**config.mk**
```make
export PLATFORM = sky130hd
export DESIGN_NAME = window_sum_mc_flat
export DESIGN_NICKNAME = d
export VERILOG_FILES = /design/src/rtl/window_sum_mc_if.sv /design/src/rtl/window_sum_mc.sv /design/src/flat_wrapper.sv
export SDC_FILE = /design/constraint.sdc
export NUM_CORES = 1
export LEC_CHECK = 0
export CAP_MARGIN = 25
export CORE_MARGIN = 4
export CORE_UTILIZATION = 60
export CTS_CLUSTER_DIAMETER = 100
export DETAILED_ROUTE_END_ITERATION = 12
export PLACE_DENSITY = 0.8
export RECOVER_POWER = 50
export SYNTH_ARGS = -nofsm -noshare
export SYNTH_HDL_FRONTEND = slang
export SYNTH_SLANG_ARGS = --single-unit
```
**constraint.sdc**
```tcl
create_clock -name clock -period 8.8 [get_ports clock]
set_input_delay 1.32 -clock clock [delete_from_list [all_inputs] [get_ports clock]]
set_output_delay 1.32 -clock clock [all_outputs]
set_load 0.02 [all_outputs]
```
**src/rtl/window_sum_mc_if.sv**
```systemverilog
// ============================================================================
// Module  : window_sum_mc_if
// Purpose : Sample-in / sum-out bundle for the multi-channel window summer.
// Rev     : 1.0
// ============================================================================
`default_nettype none

interface window_sum_mc_if #(
    parameter int NUM_CH = 4,
    parameter int IN_W   = 11,
    parameter int OUT_W  = 14
);
    logic                    in_valid;
    logic                    in_sol;
    logic [NUM_CH*IN_W-1:0]  in_data;
    logic                    out_valid;
    logic                    out_full;
    logic                    out_sol;
    logic [NUM_CH*OUT_W-1:0] out_sum;

    modport master (
        output in_valid, in_sol, in_data,
        input  out_valid, out_full, out_sol, out_sum
    );

    modport slave (
        input  in_valid, in_sol, in_data,
        output out_valid, out_full, out_sol, out_sum
    );
endinterface

`default_nettype wire

```
**src/rtl/window_sum_mc.sv**
```systemverilog
// ============================================================================
// Module  : window_sum_mc
// Purpose : Per-lane sliding-window sum of the last WIN samples with line restart.
// Rev     : 1.0
// ============================================================================
`default_nettype none

module window_sum_mc #(
    parameter int NUM_CH       = 4,
    parameter int IN_W         = 11,
    parameter int WIN          = 5,
    parameter int OUT_W        = 14,
    parameter int EMIT_PARTIAL = 0
) (
    input  logic           clock,
    input  logic           reset,
    window_sum_mc_if.slave bus
);
    localparam int PTR_W = (WIN > 1) ? $clog2(WIN) : 1;
    localparam int CNT_W = $clog2(WIN + 1);
    localparam logic [CNT_W-1:0] WIN_CNT  = CNT_W'(WIN);
    localparam logic [PTR_W-1:0] LAST_PTR = PTR_W'(WIN - 1);

    generate
        if (WIN < 1 || WIN > 64) begin : g_bad_win
            $error("window_sum_mc: WIN must be in 1..64");
        end
        if (OUT_W < IN_W + $clog2(WIN)) begin : g_bad_out_w
            $error("window_sum_mc: OUT_W too narrow for IN_W and WIN");
        end
    endgenerate

    typedef enum logic [1:0] {
        IDLE = 2'd0,
        FILL = 2'd1,
        RUN  = 2'd2
    } state_t;

    state_t                  state;
    logic [CNT_W-1:0]        count;
    logic [PTR_W-1:0]        ptr;
    logic [NUM_CH*OUT_W-1:0] sum_q;
    logic                    sol_pending;

    logic                    drop_old;
    logic [PTR_W-1:0]        wr_ptr;
    logic [PTR_W-1:0]        ptr_next;
    logic [CNT_W-1:0]        count_next;
    logic                    full_next;
    logic                    emit;
    wire  [NUM_CH*OUT_W-1:0] sum_d;

    // Entries behind the pointer are stale until the window has filled once,
    // so the subtracted term is forced to zero outside RUN and on line restart.
    always_comb begin
        drop_old = (state != RUN) || bus.in_sol;
        wr_ptr   = bus.in_sol ? '0 : ptr;
        ptr_next = (wr_ptr == LAST_PTR) ? '0 : wr_ptr + 1'b1;
        if (bus.in_sol)
            count_next = CNT_W'(1);
        else if (count == WIN_CNT)
            count_next = WIN_CNT;
        else
            count_next = count + 1'b1;
        full_next = (count_next == WIN_CNT);
        emit      = (EMIT_PARTIAL != 0) || full_next;
    end

    generate
        for (genvar k = 0; k < NUM_CH; k++) begin : g_lane
            logic [IN_W-1:0]  mem [WIN];
            logic [IN_W-1:0]  sample;
            logic [IN_W-1:0]  oldest;
            logic [OUT_W-1:0] sum_cur;

            assign sample  = bus.in_data[k*IN_W +: IN_W];
            assign oldest  = drop_old ? '0 : mem[ptr];
            assign sum_cur = sum_q[k*OUT_W +: OUT_W];
            // Intermediate sum+in may wrap; the final difference is exact mod 2^OUT_W.
            assign sum_d[k*OUT_W +: OUT_W] = bus.in_sol ? OUT_W'(sample)
                                           : sum_cur + OUT_W'(sample) - OUT_W'(oldest);

            always_ff @(posedge clock) begin
                if (bus.in_valid)
                    mem[wr_ptr] <= sample;
            end
        end
    endgenerate

    always_ff @(posedge clock or posedge reset) begin
        if (reset) begin
            state         <= IDLE;
            count         <= '0;
            ptr           <= '0;
            sum_q         <= '0;
            sol_pending   <= 1'b0;
            bus.out_valid <= 1'b0;
            bus.out_full  <= 1'b0;
            bus.out_sol   <= 1'b0;
            bus.out_sum   <= '0;
        end else begin
            bus.out_valid <= 1'b0;
            if (bus.in_valid) begin
                state       <= full_next ? RUN : FILL;
                count       <= count_next;
                ptr         <= ptr_next;
                sum_q       <= sum_d;
                // A suppressed line start is carried to the first emitted result.
                sol_pending <= emit ? 1'b0 : (bus.in_sol | sol_pending);
                if (emit) begin
                    bus.out_valid <= 1'b1;
                    bus.out_full  <= full_next;
                    bus.out_sol   <= bus.in_sol | sol_pending;
                    bus.out_sum   <= sum_d;
                end
            end
        end
    end
endmodule

`default_nettype wire

```
**src/flat_wrapper.sv**
```systemverilog
// flat-port wrapper written by rule: the top's interface ports become plain ports
module window_sum_mc_flat 
#(
    parameter int NUM_CH       = 4,
    parameter int IN_W         = 11,
    parameter int WIN          = 5,
    parameter int OUT_W        = 14,
    parameter int EMIT_PARTIAL = 0
)
  (clock, reset, bus_in_valid, bus_in_sol, bus_in_data, bus_out_valid, bus_out_full, bus_out_sol, bus_out_sum);
  window_sum_mc_if #(.NUM_CH(NUM_CH), .IN_W(IN_W), .OUT_W(OUT_W)) bus_i ();
  input  logic clock;
  input  logic reset;
  input wire logic [$bits(bus_i.in_valid)-1:0] bus_in_valid;
  input wire logic [$bits(bus_i.in_sol)-1:0] bus_in_sol;
  input wire logic [$bits(bus_i.in_data)-1:0] bus_in_data;
  output wire logic [$bits(bus_i.out_valid)-1:0] bus_out_valid;
  output wire logic [$bits(bus_i.out_full)-1:0] bus_out_full;
  output wire logic [$bits(bus_i.out_sol)-1:0] bus_out_sol;
  output wire logic [$bits(bus_i.out_sum)-1:0] bus_out_sum;
  assign bus_i.in_valid = bus_in_valid;
  assign bus_i.in_sol = bus_in_sol;
  assign bus_i.in_data = bus_in_data;
  assign bus_out_valid = bus_i.out_valid;
  assign bus_out_full = bus_i.out_full;
  assign bus_out_sol = bus_i.out_sol;
  assign bus_out_sum = bus_i.out_sum;
  window_sum_mc #(.NUM_CH(NUM_CH), .IN_W(IN_W), .WIN(WIN), .OUT_W(OUT_W), .EMIT_PARTIAL(EMIT_PARTIAL)) u_core (.clock(clock), .reset(reset), .bus(bus_i));
endmodule
```
## After elaboration in Yosys (flattened, before gate mapping)

Memory sizes are Yosys's and may differ from the RTL's.
Cells that the tools add are included.

| word-level totals | value |
|---|---|
| RAM bits | 220 |
| output and inout bits | 59 |
| memories kept | 4 |
| flip-flop bits (word level) | 124 |
| input bits | 48 |
| word-level logic and storage cells | 48 |

| operators by class | value |
|---|---|
| reduce and logical (&&, ||, !) cells | 2 |
| bitwise logic cells | 1 |
| muxes and demuxes | 18 |
| equality and inequality tests | 4 |
| add/sub/neg operators | 10 |

Memories:

| memory | words | width | read ports | clocked after Yosys merged registers in | write ports | line | text |
|---|---|---|---|---|---|---|---|
| u_core.g_lane[0].mem | 5 | 11 | 1 | 0 | 1 | window_sum_mc.sv:71 | `logic [IN_W-1:0] mem [WIN];` |
| u_core.g_lane[1].mem | 5 | 11 | 1 | 0 | 1 | window_sum_mc.sv:71 |  |
| u_core.g_lane[2].mem | 5 | 11 | 1 | 0 | 1 | window_sum_mc.sv:71 |  |
| u_core.g_lane[3].mem | 5 | 11 | 1 | 0 | 1 | window_sum_mc.sv:71 |  |

Operators by type and width:

| kind | count |
|---|---|
| 14-bit by 11-bit adder with 14-bit output | 4 |
| 14-bit two-way mux | 4 |
| 14-bit by 11-bit subtractor with 14-bit output | 4 |
| 11-bit two-way mux | 4 |
| 3-bit two-way mux | 4 |
| 3-bit equality test, second input constant | 3 |
| 3-bit by 1-bit adder with 3-bit output, second input constant | 2 |
| 1-bit two-way mux | 5 |
| 2-bit two-way mux | 1 |
| 2-bit inequality test, second input constant | 1 |
| 2-bit AND reduction | 1 |
| 1-bit logical OR | 1 |
| 1-bit OR | 1 |

## Logic depth before layout (Yosys ltp)

| logic depth | value |
|---|---|
| depth in word-level cells | 6 |
| depth in mapped cells | 17 |
| gate-level depth less buffers | 15 |

## Least setup slack after synthesis

No wires, ideal clock.

| timing | value |
|---|---|
| path type | input to register |
| from | input port bus_in_valid |
| to | memory u_core.g_lane[0].mem[4][0] (enable) |
| arrival | 6378 ps |
| library setup time | 570 ps |
| stages on the path | 4 |
| path buffers | 2 |
| slack | 1852 ps |
| data required time | 8230 ps |
| cells stage by stage | buf_2 > nand2b_1 > clkbuf_1 > nor4b_1 |

| on the way | value |
|---|---|
| longest elaborated chain between the ends | 2 |

RTL lines:

| what | line | text |
|---|---|---|
| from (decl) | flat_wrapper.sv:14 | `input wire logic [$bits(bus_i.in_valid)-1:0] bus_in_valid;` |
| 1-bit two-way mux | window_sum_mc.sv:84 | `if (bus.in_valid)` |
| 1-bit two-way mux (implied by the code) | window_sum_mc.sv:85 | `mem[wr_ptr] <= sample;` |
| to (decl) | window_sum_mc.sv:71 |  |

No other way between the ends.

## Worst setup path in the final report

| timing | value |
|---|---|
| from | input port bus_in_sol |
| to | register u_core.sum_q[10] |

| on the way | value |
|---|---|
| longest elaborated chain between the ends | 4 |

RTL lines:

| what | line | text |
|---|---|---|
| from (decl) | flat_wrapper.sv:15 | `input wire logic [$bits(bus_i.in_sol)-1:0] bus_in_sol;` |
| 1-bit logical OR | window_sum_mc.sv:56 | `drop_old = (state != RUN) \|\| bus.in_sol;` |
| 11-bit two-way mux | window_sum_mc.sv:77 | `assign oldest = drop_old ? '0 : mem[ptr];` |
| 14-bit by 11-bit subtractor with 14-bit output | window_sum_mc.sv:81 | `: sum_cur + OUT_W'(sample) - OUT_W'(oldest);` |
| 14-bit two-way mux (*) | window_sum_mc.sv:80 | `assign sum_d[k*OUT_W +: OUT_W] = bus.in_sol ? OUT_W'(sample)` |
| to (signal assigned) | window_sum_mc.sv:107 | `sum_q <= sum_d;` |
| to (decl) | window_sum_mc.sv:42 | `logic [NUM_CH*OUT_W-1:0] sum_q;` |

Mark *: on every way between the ends. The rest lies on a longest branch, timed or not.
A chain may end at the register's enable or synchronous reset.

==> impl_results.md <==
- Global route overflow: 0
- CTS buffer count: 36
- Share of cells above drive strength 1: 0.0902
- EDFF count, synth: 220
- Synth-to-layout area growth: 15.1%
- Clk slew on worst S/H paths: 60 ps
- Min-Delay Path Class: reg -> reg
- Net switching power: 2240 µW
- WP data arrival: 5600 ps
- Max VDD drop: 0.164 mV
- Status: finished, violations left
- R2r startpoint: u_core.ptr[0]
- Core area: 28100 µm²
- Pre-Repair DR Iteration Count: 5
- Worst-path fanout max: 65
- HPWL Detailed: 23900 µm
- Avg WL per Cell: 19.7 µm
- 1st-iter DRT viols: 907
- Syn_area_per_cell: 12.3 µm²
- Initial Util: 0.614
- Horiz. Die Dim: 178 µm
- Setup crit end kind: register
- Post-Synthesis Cell Area: 17200 µm²
- DP Worst Slack: 3210 ps
- Failing checks: capacitance limit, slew limit
- Mapped Cells: 1401
- Final hold slack: 463 ps
- Max-Cap Viols: 6
- Rel. slew slack: -0.919
- Post_cts resized: 0
- # hold bufs at CTS: 0
- Seq pwr share: 0.352
- Total Negative Setup Slacks: 0 ps
- Internal power: 3960 µW
- Worst skew pair latency: 510 ps
- Die Ht: 178 µm
- I/O Buffers: 106
- Fin crit period: 5220 ps
- Root Driver: clkbuf_16
- Unrepaired setup endpoints after global routing: false
- Total clock sinks: 344
- Sw frac: 0.362
- Tightest Pin Transition: 2860 ps
- Site Rows: 61
- RePlAce Congestion: 0.884
- Pwr dens: 313 nW/µm²
- Post-synthesis sequential area ratio: 0.563
- I/O pins: 107
- Asr flop ratio synth: 0.360
- H-Tree Depth: 2
- Seq cells post-synth: 344
- Worst Clk Skew: 15.2 ps
- CTS tree: yes
- Post-synth cell types: 70
- CTS Buffer Depth: 3
- Post-route setup slack: 3580 ps
- Power share of the clock group: 0.231
- Setup violators final: 0
- Slew Viols, Final: 208
- First-pass GRT wire length: 61700 µm
- Req. time, crit path: 9180 ps
- F_max: 192 MHz
- Initial antenna violation count: 3
- CP startpoint: bus_in_sol
- Comb pwr share: 0.417
- Leakage: 0.00806 µW
- Routed WL: 37700 µm
- Yosys warns: 0
- Setup bufs post-CTS: 0
- Hold Fails Final Rpt: 0
- Tcrit/Tclk final: 0.593
- Post-route DRC: 0
- HP Start: u_core.bus.out_full
- Total number of vias: 11.2k
- Gr usage total: 0.249
- Worst setup SP type: input pin
- Syn Nets: 1551
- Maximum number of pins on one net before global-route repair: 73
- Crit path kind: in -> reg
- Nets: 1654
- Fillers: 1987
- Synth Flop Type: edfxtp_1
- Vias per cell: 5.85
- Antenna-violating nets left: 0
- Die area: 31500 µm²
- Vias in the first global route: 11.5k
==> power by group through the flow <==
| stage | Combinational (µW) | Clock [µW] | Sequential (µW) |
|---|---|---|---|
| global route | 2880 | 1540 | 2220 |
| global placement | 2510 | 0 | 2200 |
| finish | 2590 | 1430 | 2190 |
| detailed placement | 2570 | 0 | 2220 |
| floorplan | 1710 | 0 | 2310 |
| CTS | 2600 | 1460 | 2190 |
==> per-layer routing <==
layer	vias up	share of wire	global-route usage
li1	5121	-	-
met1	5601	0.42	0.339
met2	382	0.50	0.427
met3	68	0.061	0.0390
met4	4	0.020	0.0587
met5	-	0.00066	0
==> logic make-up after synthesis <==
family          count (synthesis)  synth area share
compound gates                267            0.0965
flops                         344             0.563
xor+xnor                       42            0.0226
mux                           109            0.0956
buf+inv                       267            0.0587
fa+ha+maj                     102            0.0932
simple gates                  270            0.0702
==> through the flow <==
step | instances | instance area, µm² | power [µW] | utilization
global route | 1909 | 19800 | 6630 | 0.706
CTS | 1906 | 19800 | 6240 | 0.706
global placement | 1842 | 18700 | 4710 | 0.666
floorplan | 1401 | 17200 | 4020 | -
detailed placement | 1842 | 18700 | 4790 | 0.666
finish | 1909 | 19800 | 6210 | 0.706
==> Yosys cell counts, drive strengths merged, types with 27 or more instances <==
cell type	instances	area (µm²)
o21ai	87	443
mux2i	59	591
nor2	106	398
mux4	44	991
dfrtp	124	3100
inv	205	769
clkbuf	40	150
ha	58	726
edfxtp	220	6610
fa	44	881
xnor2	27	244
nand2	89	334
a21oi	79	399
==> sequential cells by signal (all words and copies together) (netlist names) <==
register / cells
u_core.sol_pending: 1
u_core.sum_q: 56
u_core.state: 2
u_core.g_lane.mem: 220
u_core.count: 3
u_core.bus.out_sol: 1
u_core.bus.out_full: 1
u_core.bus.out_valid: 1
u_core.ptr: 3
u_core.bus.out_sum: 56
==> cell usage in the layout, fill, tap and decap left out, types with 8 or more instances in the layout <==
cell	instances
edfxtp_1	220
inv_1	204
dfrtp_1	121
nor2_1	106
nand2_1	88
a21oi_1	78
o21ai_0	75
mux2i_1	59
ha_1	58
dlygate4sd3_1	55
clkdlybuf4s50_1	49
mux4_2	44
fa_1	44
clkbuf_16	37
xnor2_1	26
buf_4	15
xor2_1	14
nor3_1	13
o21bai_1	13
clkbuf_1	13
a21o_1	12
nand2b_1	12
o31ai_1	12
nand3_1	11
o21ai_1	10
clkinv_1	10
a22oi_1	10
a211o_1	8
==> critical path, cell delays in order <==
cell and delay, ps:
buf_2 80, buf_4 640, nor2_1 140, nand2_2 370, buf_4 480, nor2_1 110, ha_1 290, inv_1 60
ha_1 160, inv_1 60, fa_1 480, nor2b_4 150, o21ai_2 60, nand2b_2 110, a211oi_2 100, o31ai_1 420
nor3_1 90, or3_1 400
==> path summary, 6_finish.rpt <==
kind | cells past startpoint | slack [ps] | end
hold reg to reg | 1 | 460 | u_core.bus.out_full
hold / removal | 1 | 460 | u_core.bus.out_full
setup / recovery | 18 | 3580 | u_core.sum_q[10]
min in group asynchronous | 2 | 2080 | u_core.sum_q[15]
setup reg to reg | 14 | 4050 | u_core.sum_q[40]
max in group asynchronous | 4 | 4820 | u_core.bus.out_sum[39]
==> final cells by class <==
class | instances | area [µm²] | area share
Antenna cell | 1 | 2.50 | 0.000126
Multi-Input combinational cell | 790 | 6560 | 0.330
Inverter | 206 | 774 | 0.0390
Tap cell | 378 | 473 | 0.0238
Timing Repair Buffer | 126 | 1210 | 0.0611
Clock buffer | 48 | 987 | 0.0498
Clock inverter | 16 | 119 | 0.00599
Sequential cell | 344 | 9720 | 0.490
No activity file was read; power rests on OpenSTA's default activity.
